--- config.mk ---
export PLATFORM = sky130hd
export DESIGN_NAME = wm8731_cmd_scheduler
export DESIGN_NICKNAME = d
export VERILOG_FILES = /design/src/rtl/wm8731_cmd_scheduler.sv
export SDC_FILE = /design/constraint.sdc
export NUM_CORES = 1
export LEC_CHECK = 0
export ABC_CLOCK_PERIOD_IN_PS = 4700
export CAP_MARGIN = 15
export CORE_UTILIZATION = 35
export CTS_BUF_LIST = sky130_fd_sc_hd__clkbuf_4 sky130_fd_sc_hd__clkbuf_8 sky130_fd_sc_hd__clkbuf_16
export DETAILED_ROUTE_END_ITERATION = 8
export PLACE_DENSITY_LB_ADDON = 0.15
export SETUP_SLACK_MARGIN = 0.15
export SLEW_MARGIN = 5
export SYNTH_ARGS = -nofsm -noshare
export SYNTH_HDL_FRONTEND = slang
export SYNTH_SLANG_ARGS = --single-unit
--- constraint.sdc ---
create_clock -name clk_i2c -period 4.7 [get_ports clk_i2c]
set_input_delay 0.47 -clock clk_i2c [delete_from_list [all_inputs] [get_ports clk_i2c]]
set_output_delay 0.47 -clock clk_i2c [all_outputs]
set_load 0.02 [all_outputs]
--- src/rtl/wm8731_cmd_scheduler.sv ---
// WM8731 command scheduler: sole owner of the I2C_Controller write port.
// After reset it sends the power-up table, then arbitrates mute, volume and
// user register writes, retrying NACKed transfers up to RETRY_MAX times.
//
// state | meaning
// IDLE  | no transfer in flight; arbitrates pending jobs (init first after reset)
// LOAD  | i2c_data holds the current command; i2c_go rises next cycle
// GO    | i2c_go high, waiting for i2c_end
// CHECK | i2c_go dropped, decides retry / give up / success from latched NACK
// GAP   | waits for i2c_end to fall before any new transfer
// NEXT  | advances to the next command of a multi-write job
module wm8731_cmd_scheduler #(
    parameter int          NUM_INIT  = 9,
    parameter logic [7:0]  DEV_ADDR  = 8'h34,
    parameter int          RETRY_MAX = 3
) (
    input  logic        clk_i2c,
    input  logic        reset_n,
    input  logic [1:0]  vol,
    input  logic        mute,
    input  logic        usr_req,
    input  logic [6:0]  usr_addr,
    input  logic [8:0]  usr_data,
    output logic        usr_ack,
    output logic [23:0] i2c_data,
    output logic        i2c_go,
    input  logic        i2c_end,
    input  logic [2:0]  i2c_nack,
    output logic        init_done,
    output logic        busy,
    output logic        err,
    output logic [3:0]  cmd_idx
);

    localparam int RW = $clog2(RETRY_MAX + 1);

    typedef enum logic [2:0] {ST_IDLE, ST_LOAD, ST_GO, ST_CHECK, ST_GAP, ST_NEXT} state_t;
    typedef enum logic [1:0] {JOB_INIT, JOB_MUTE, JOB_VOL, JOB_USR} job_t;

    state_t        state_q, state_d;
    job_t          job_q, job_d, job_sel;
    logic [3:0]    cmd_idx_q, cmd_idx_d, nidx;
    logic          step_q, step_d;
    logic [RW-1:0] retry_q, retry_d;
    logic          nack_q, nack_d, redo_q, redo_d;
    logic          i2c_go_q, i2c_go_d, usr_ack_q, usr_ack_d;
    logic [23:0]   i2c_data_q, i2c_data_d;
    logic          init_done_q, init_done_d, busy_q, busy_d, err_q, err_d;
    logic [1:0]    vol_applied_q, vol_applied_d, vol_lat_q, vol_lat_d;
    logic          mute_applied_q, mute_applied_d, mute_lat_q, mute_lat_d;
    logic [6:0]    usr_addr_q, usr_addr_d;
    logic [8:0]    usr_data_q, usr_data_d;
    logic          start, last_cmd;

    function automatic logic [8:0] vol_code(input logic [1:0] v);
        case (v)
            2'd0:    return 9'h039;
            2'd1:    return 9'h079;
            2'd2:    return 9'h0A9;
            default: return 9'h0E9;
        endcase
    endfunction

    function automatic logic [8:0] dig_path(input logic m);
        return m ? 9'h00E : 9'h006;
    endfunction

    // {reg[6:0], data[8:0]} for a job's command; init entries read vol/mute live
    function automatic logic [15:0] cmd_word(input job_t job, input logic [3:0] idx,
                                             input logic step, input logic [1:0] v,
                                             input logic m, input logic [6:0] a,
                                             input logic [8:0] d);
        case (job)
            JOB_INIT: begin
                case (idx)
                    4'd0:    return {7'h0F, 9'h000};
                    4'd1:    return {7'h06, 9'h000};
                    4'd2:    return {7'h08, 9'h002};
                    4'd3:    return {7'h02, vol_code(v)};
                    4'd4:    return {7'h03, vol_code(v)};
                    4'd5:    return {7'h07, 9'h001};
                    4'd6:    return {7'h09, 9'h001};
                    4'd7:    return {7'h04, 9'h016};
                    default: return {7'h05, dig_path(m)};
                endcase
            end
            JOB_MUTE: return {7'h05, dig_path(m)};
            JOB_VOL:  return step ? {7'h03, vol_code(v)} : {7'h02, vol_code(v)};
            default:  return {a, d};
        endcase
    endfunction

    // Next-state and next-output computation for the whole controller
    always_comb begin
        state_d        = state_q;
        job_d          = job_q;
        cmd_idx_d      = cmd_idx_q;
        step_d         = step_q;
        retry_d        = retry_q;
        nack_d         = nack_q;
        redo_d         = redo_q;
        i2c_go_d       = i2c_go_q;
        usr_ack_d      = 1'b0;
        i2c_data_d     = i2c_data_q;
        init_done_d    = init_done_q;
        err_d          = err_q;
        vol_applied_d  = vol_applied_q;
        mute_applied_d = mute_applied_q;
        vol_lat_d      = vol_lat_q;
        mute_lat_d     = mute_lat_q;
        usr_addr_d     = usr_addr_q;
        usr_data_d     = usr_data_q;
        start          = 1'b0;
        job_sel        = JOB_INIT;
        nidx           = cmd_idx_q + 4'd1;
        last_cmd       = 1'b1;

        case (job_q)
            JOB_INIT: last_cmd = (cmd_idx_q == 4'(NUM_INIT - 1));
            JOB_VOL:  last_cmd = step_q;
            default:  last_cmd = 1'b1;
        endcase

        case (state_q)
            ST_IDLE: begin
                // usr_req is ignored during the ack cycle so a held request is not re-run
                if (!init_done_q) begin
                    start = 1'b1; job_sel = JOB_INIT;
                end else if (mute != mute_applied_q) begin
                    start = 1'b1; job_sel = JOB_MUTE;
                end else if (vol != vol_applied_q) begin
                    start = 1'b1; job_sel = JOB_VOL;
                end else if (usr_req && !usr_ack_q) begin
                    start = 1'b1; job_sel = JOB_USR;
                end
                if (start) begin
                    state_d    = ST_LOAD;
                    job_d      = job_sel;
                    step_d     = 1'b0;
                    retry_d    = '0;
                    vol_lat_d  = vol;
                    mute_lat_d = mute;
                    usr_addr_d = usr_addr;
                    usr_data_d = usr_data;
                    if (job_sel == JOB_INIT) cmd_idx_d = 4'd0;
                    i2c_data_d = {DEV_ADDR, cmd_word(job_sel, 4'd0, 1'b0, vol, mute, usr_addr, usr_data)};
                end
            end
            ST_LOAD: begin
                state_d  = ST_GO;
                i2c_go_d = 1'b1;
            end
            ST_GO: begin
                if (i2c_end) begin
                    i2c_go_d = 1'b0;
                    nack_d   = |i2c_nack;
                    state_d  = ST_CHECK;
                end
            end
            ST_CHECK: begin
                state_d = ST_GAP;
                if (nack_q && (retry_q < RW'(RETRY_MAX))) begin
                    retry_d = retry_q + RW'(1);
                    redo_d  = 1'b1;
                end else begin
                    if (nack_q) err_d = 1'b1;
                    retry_d = '0;
                    redo_d  = 1'b0;
                end
            end
            ST_GAP: begin
                if (!i2c_end) begin
                    if (redo_q) begin
                        state_d = ST_LOAD;
                    end else if (!last_cmd) begin
                        state_d = ST_NEXT;
                    end else begin
                        state_d = ST_IDLE;
                        case (job_q)
                            JOB_INIT: begin
                                init_done_d    = 1'b1;
                                vol_applied_d  = vol_lat_q;
                                mute_applied_d = mute_lat_q;
                            end
                            JOB_MUTE: mute_applied_d = mute_lat_q;
                            JOB_VOL:  vol_applied_d  = vol_lat_q;
                            default:  usr_ack_d      = 1'b1;
                        endcase
                    end
                end
            end
            ST_NEXT: begin
                state_d = ST_LOAD;
                if (job_q == JOB_INIT) begin
                    cmd_idx_d = nidx;
                    if ((nidx == 4'd3) || (nidx == 4'd4)) vol_lat_d = vol;
                    if (nidx == 4'd8) mute_lat_d = mute;
                    i2c_data_d = {DEV_ADDR, cmd_word(JOB_INIT, nidx, 1'b0, vol, mute, usr_addr_q, usr_data_q)};
                end else begin
                    step_d     = 1'b1;
                    i2c_data_d = {DEV_ADDR, cmd_word(job_q, 4'd0, 1'b1, vol_lat_q, mute_lat_q, usr_addr_q, usr_data_q)};
                end
            end
            default: state_d = ST_IDLE;
        endcase

        busy_d = (state_d != ST_IDLE);
    end

    // Register state and all outputs; reset aborts any transfer immediately
    always_ff @(posedge clk_i2c or negedge reset_n) begin
        if (!reset_n) begin
            state_q        <= ST_IDLE;
            job_q          <= JOB_INIT;
            cmd_idx_q      <= '0;
            step_q         <= 1'b0;
            retry_q        <= '0;
            nack_q         <= 1'b0;
            redo_q         <= 1'b0;
            i2c_go_q       <= 1'b0;
            usr_ack_q      <= 1'b0;
            i2c_data_q     <= '0;
            init_done_q    <= 1'b0;
            busy_q         <= 1'b0;
            err_q          <= 1'b0;
            vol_applied_q  <= '0;
            mute_applied_q <= 1'b0;
            vol_lat_q      <= '0;
            mute_lat_q     <= 1'b0;
            usr_addr_q     <= '0;
            usr_data_q     <= '0;
        end else begin
            state_q        <= state_d;
            job_q          <= job_d;
            cmd_idx_q      <= cmd_idx_d;
            step_q         <= step_d;
            retry_q        <= retry_d;
            nack_q         <= nack_d;
            redo_q         <= redo_d;
            i2c_go_q       <= i2c_go_d;
            usr_ack_q      <= usr_ack_d;
            i2c_data_q     <= i2c_data_d;
            init_done_q    <= init_done_d;
            busy_q         <= busy_d;
            err_q          <= err_d;
            vol_applied_q  <= vol_applied_d;
            mute_applied_q <= mute_applied_d;
            vol_lat_q      <= vol_lat_d;
            mute_lat_q     <= mute_lat_d;
            usr_addr_q     <= usr_addr_d;
            usr_data_q     <= usr_data_d;
        end
    end

    assign usr_ack   = usr_ack_q;
    assign i2c_data  = i2c_data_q;
    assign i2c_go    = i2c_go_q;
    assign init_done = init_done_q;
    assign busy      = busy_q;
    assign err       = err_q;
    assign cmd_idx   = cmd_idx_q;

endmodule

Yosys cells after proc, flatten, opt, wreduce, memory -nomap -nowiden

Cells that the tools add are included.

Output and inout bits: 33
Register bits after elaboration: 65
Memories kept: 0
Bits in latches: 0
ROM bits: 0
Memory bits (writable): 0

Divide/modulo/power cells: 0
Multipliers: 0
$lt $le $gt $ge: 1
Shift-type cells: 0
Reduce and logical (&&, ||, !) cells: 31
Bitwise operators: 3
Muxes and demuxes: 53
Add/subtract/negate cells: 2
Eq/ne operators: 31

Operators with widths:

| cell                                          | count |
|---|---|
| case mux 13 bit (8 select lines)              | 1 |
| case mux 16 bit (3 select lines)              | 1 |
| case mux 24 bit (2 select lines)              | 1 |
| case mux 8 bit (3 select lines)               | 2 |
| case mux 16 bit (2 select lines)              | 1 |
| two-way mux 24 bit                            | 1 |
| two-way mux 2 bit                             | 10 |
| two-way mux 4 bit                             | 5 |
| case mux 3 bit (6 select lines)               | 1 |
| two-way mux 1 bit                             | 17 |
| == test 4 x 3 -> 1 bit, second input constant | 4 |
| two-way mux 16 bit                            | 1 |
| two-way mux 3 bit                             | 5 |
| AND reduction 5 bit                           | 3 |
| inequality test 2 bit, second input constant  | 6 |
| AND reduction 4 bit                           | 3 |
| AND reduction 2 bit                           | 5 |
| == test 2 x 1 -> 1 bit, second input constant | 4 |
| == test 2 bit, second input constant          | 4 |
| == test 4 x 2 -> 1 bit, second input constant | 2 |
| == test 4 bit, second input constant          | 2 |
| logical NOT 2 bit                             | 4 |
| case mux 1 bit (2 select lines)               | 4 |
| case mux 2 bit (2 select lines)               | 2 |
| 22 further kinds                              | 32 |

Depth between registers and ports, before layout

Depth in word-level cells: 11
Mapped depth: 8
Gate-level depth less buffers: 7

Worst setup path after synthesis

Ideal clock, no wire load.

Path kind: flip-flop to flip-flop
Start: register cmd_idx_q[0], in the netlist cmd_idx[0]
End: register i2c_data_q[3], in the netlist i2c_data[3]
Cell stages (with the launch flop): 7
Period minus slack after synthesis: 2.149 ns
Arrival time: 2.022 ns
Slack: 2.551 ns
Buffers on the path: 0
Required time: 4.574 ns
Library setup time: 0.126 ns
Cells stage by stage: dfrtp_1 ha_1 xnor2_2 mux2_4 a311oi_2 nor2_1 o32a_1

Cells in the longest elaborated chain, start to end: 5
Elaborated cells between the ends (all ways): 12
Classes of those cells: 1 x add/sub; 7 x eq/ne; 3 x mux; 1 x reduce/logical

Ends and longest elaborated chain:

| item                                                 | RTL line | RTL |
|---|---|---|
| from (decl)                                          | 42       | `logic [3:0] cmd_idx_q, cmd_idx_d, nidx;` |
| from (signal assigned)                               | 235      | `cmd_idx_q <= cmd_idx_d;` |
| adder 4 x 1 -> 4 bit (*)                             | 115      | `nidx = cmd_idx_q + 4'd1;` |
| == test 4 x 3 -> 1 bit, or another cell as far along | 75       | `case (idx)` |
| case mux 13 bit (8 select lines) (*)                 | 75       |  |
| two-way mux 16 bit (*)                               | 194      | `if (job_q == JOB_INIT) begin` |
| case mux 24 bit (2 select lines) (*)                 | 124      | `case (state_q)` |
| to (signal assigned)                                 | 242      | `i2c_data_q <= i2c_data_d;` |
| to (decl)                                            | 47       | `logic [23:0] i2c_data_q, i2c_data_d;` |

Mark *: on every way between the ends. The rest lies on a longest branch, timed or not.
A chain may end at the register's enable or synchronous reset.

Worst setup path after layout

Start: register state_q[0]
End: register i2c_data_q[6], in the netlist i2c_data[6]

Cells in the longest elaborated chain, start to end: 3
Elaborated cells between the ends (all ways): 6
Classes of those cells: 2 x eq/ne; 1 x mux; 3 x reduce/logical

Ends and longest elaborated chain:

| item                                                                                         | RTL line | RTL |
|---|---|---|
| from (decl)                                                                                  | 40       | `state_t state_q, state_d;` |
| from (signal assigned)                                                                       | 233      | `state_q <= state_d;` |
| logical NOT 3 bit / == test 3 bit (equally long branches)                                    | 124      |  |
| inequality test 2 x 1 -> 1 bit (no source line) / nonzero test 2 bit (equally long branches) | --       |  |
| AND reduction 2 bit (no source line)                                                         | --       |  |

Parallel ways exist; a longest one is shown, timed or not.

==> metrics <==
r2r setup slk 1.98 ns; Hold Path Class input port to async pin; Synth Register Bits 58; maximum vdd ir drop 0.000234 V; Syn Inst Count 353; H-tree depth 3; Slew Viols, Final 0; Core ar. 8850 sq um; CTS Hold Bufs 0; Slew @ Worst Pin 1.02 ns; num ports 59; die height 98.2 um; Primary FF master, synth dfrtp_1; CP max FO 18; Setup crit start state_q[0]; max_cap viols 0; Synth async-reset ratio 100%; Setup TNS 0 ns; DRT Pass-1 Iters 9; most frequent cell after synthesis nand2_1; first-pass GRT wire length 14.6 mm; clk sinks 58; post-route cell area 4000 sq um; Worst Setup Path Type flip-flop to flip-flop; Final Power 0.00243 W; number of core rows 34; CP arrival 2.99 ns; layout cell share with drive strength beyond 1 10.4%; DRC viols 1; count of cell types in the netlist 60; LEAKAGE 1.78 nW; fin crit period 2.72 ns; ANT nets after route 0; R2R cell count 5; # diodes 0; non-filler cells, final 512; Final GP Congestion 0.862; die width 98.2 um; area leader, netlist dfrtp_1; total grt overflow 0; failing checks DRC; Post-synth EDFFs 0; Yosys top cell area share 44.8%; number of global-route vias before repair 2688; Clk Latency, worst-skew pair 0.34 ns; CP endpoint kind flip-flop; skew final 0.00685 ns; Core Util, Final 45.1%; fin crit share 57.8%; Worst-path clk slew 0.07 ns; pwr dens 608 nW/um^2; r2r endpoint i2c_data[6]; WP data required 4.98 ns; HPWL after DPL 6.17 mm; total track usage 19.6%; # nets final 435; Synth Area per Inst 9.18 sq um; RSZ-0062 raised after global routing no; Area growth syn-to-layout 23.3%; Root Driver clkbuf_8; CTS Buf Count 9; Mapped Area 3240 sq um; status finished with violations; Seq/Total Area, Yosys 44.8%; fmax 0.368 GHz; Via density 5.48; TritonCTS clock tree done; post-CTS sizing 0; YS warnings 0; Max Root-Sink Buffers 2; DR vias 2806; Synth area leaders dfrtp_1 45%, nand2_1 7.9%, ha_1 3.9%; pin count of the biggest net entering global routing 59; final setup fails 0; filler cell count 891; die area 9640 sq um; initial antenna violation count 0; Post-CTS Repair Setup Buffers 0; Max transition margin 31.6%; drt wl/cell 17.2 um; most frequent cells after synthesis 68 x nand2_1, 58 x dfrtp_1, 25 x nor2_1, 23 x o21ai_0, 17 x a21oi_1; placed cell count 496; final hold violation count 0; Reg-to-Reg Start state_q[0]; CP Launch Type flip-flop; Placed Area 3800 sq um; DR iter-0 viols 171; Total Wirelength 8.81 mm; Port Buffer Count 53; initial cell density of the core 36.6%
[sequential cells by signal, summed over array words and instances, names as in the netlist, 2 cells and up]
register,cells
job_q,2
usr_data_q,9
retry_q,2
usr_addr_q,7
cmd_idx,4
i2c_data,17
state_q,3
vol_applied_q,2
vol_lat_q,2
[worst max-delay path by stage]
stage | to | slack (ns) | cells past startpoint
after floorplan | i2c_data[3] | 2.55 | 6
after global placement | vol_lat_q[0] | 1.81 | 7
after detailed placement | vol_lat_q[0] | 1.68 | 7
after CTS | i2c_data[6] | 2.02 | 5
after global routing | i2c_data[7] | 1.77 | 5
final | i2c_data[6] | 1.98 | 5
[cell families (layout without fill, tap and decap cells)]
family                   Yosys count  count (layout)  share of synthesized area (%)
AND/OR/NAND/NOR                  145             145                           20.8
AO/OA/AOI/OAI                     87              87                           18.9
flip-flops                        58              58                           44.8
buffers and inverters             34              81                           5.14
adder cells (fa/ha/maj)           10              10                           3.86
multiplexers                      10              10                           3.51
XOR/XNOR                           8               8                           2.86
other                              1               5                          0.116
[through the flow]
| step | hold WS, ns | setup WS, ns |
|---|---|---|
| final | 0.258 | 1.98 |
| after global routing | 0.343 | 1.77 |
| after CTS | 0.308 | 2.02 |
| after detailed placement | 0.457 | 1.68 |
| after global placement | 0.458 | 1.81 |
| after floorplan | 0.174 | 2.55 |
[report_power, final]
group | switching, W | total (W) | leakage, nW | internal [W]
Sequential | 0.000161 | 0.000862 | 0.713 | 0.000701
Clock | 0.000195 | 0.000440 | 0.103 | 0.000245
Combinational | 0.000653 | 0.00113 | 0.963 | 0.000475
Total | 0.00101 | 0.00243 | 1.78 | 0.00142
[routing by layer]
metal | GRT usage [%] | vias to the layer above | routed length [um]
met1 | 28.6 | 1381 | 4350
li1 | - | 1326 | -
met4 | 6.54 | 0 | 91
met2 | 28.9 | 90 | 3910
met5 | 0 | - | 0
met3 | 3.94 | 9 | 463
[worst max-delay path, cell delays in order, from the launching register on]
cell,delay [ns]
dfrtp_1,0.67
nand3b_2,0.55
nor3_2,0.94
a22o_1,0.27
a21o_1,0.09
a221o_1,0.13
[cells in the final DEF, fill, tap and decap left out, types with 3 or more instances in the layout]
cell type | Yosys | routed
a22oi_1 | 6 | 6
mux2_2 | 7 | 7
nor2_1 | 25 | 25
buf_4 | 7 | 3
clkbuf_8 | 0 | 12
a21o_1 | 4 | 4
nand2_1 | 68 | 68
xnor2_2 | 3 | 3
nor3_2 | 3 | 3
a31oi_1 | 3 | 3
nor3_1 | 10 | 10
clkdlybuf4s50_1 | 0 | 52
nand2b_1 | 3 | 3
nor2b_1 | 5 | 5
nand3_1 | 13 | 13
and2_1 | 4 | 4
dfrtp_1 | 58 | 58
and3_1 | 4 | 4
o21ai_0 | 23 | 23
ha_1 | 10 | 10
or3_1 | 3 | 3
a21oi_1 | 17 | 17
a211oi_1 | 3 | 3
inv_1 | 9 | 9
conb_1 | 1 | 5
xnor2_1 | 3 | 3
[layout make-up]
type                       instances  area (sq um)  area share, %
sequential                        58          1450           36.3
multi-input combinational        265          1640           41.0
inverter                           9          33.8          0.846
clock inverter                     2          10.0          0.251
timing repair buffer              56           548           13.7
clock buffer                      14           180           4.51
tap                              108           135           3.38
No activity file was read; power rests on OpenSTA's default activity.
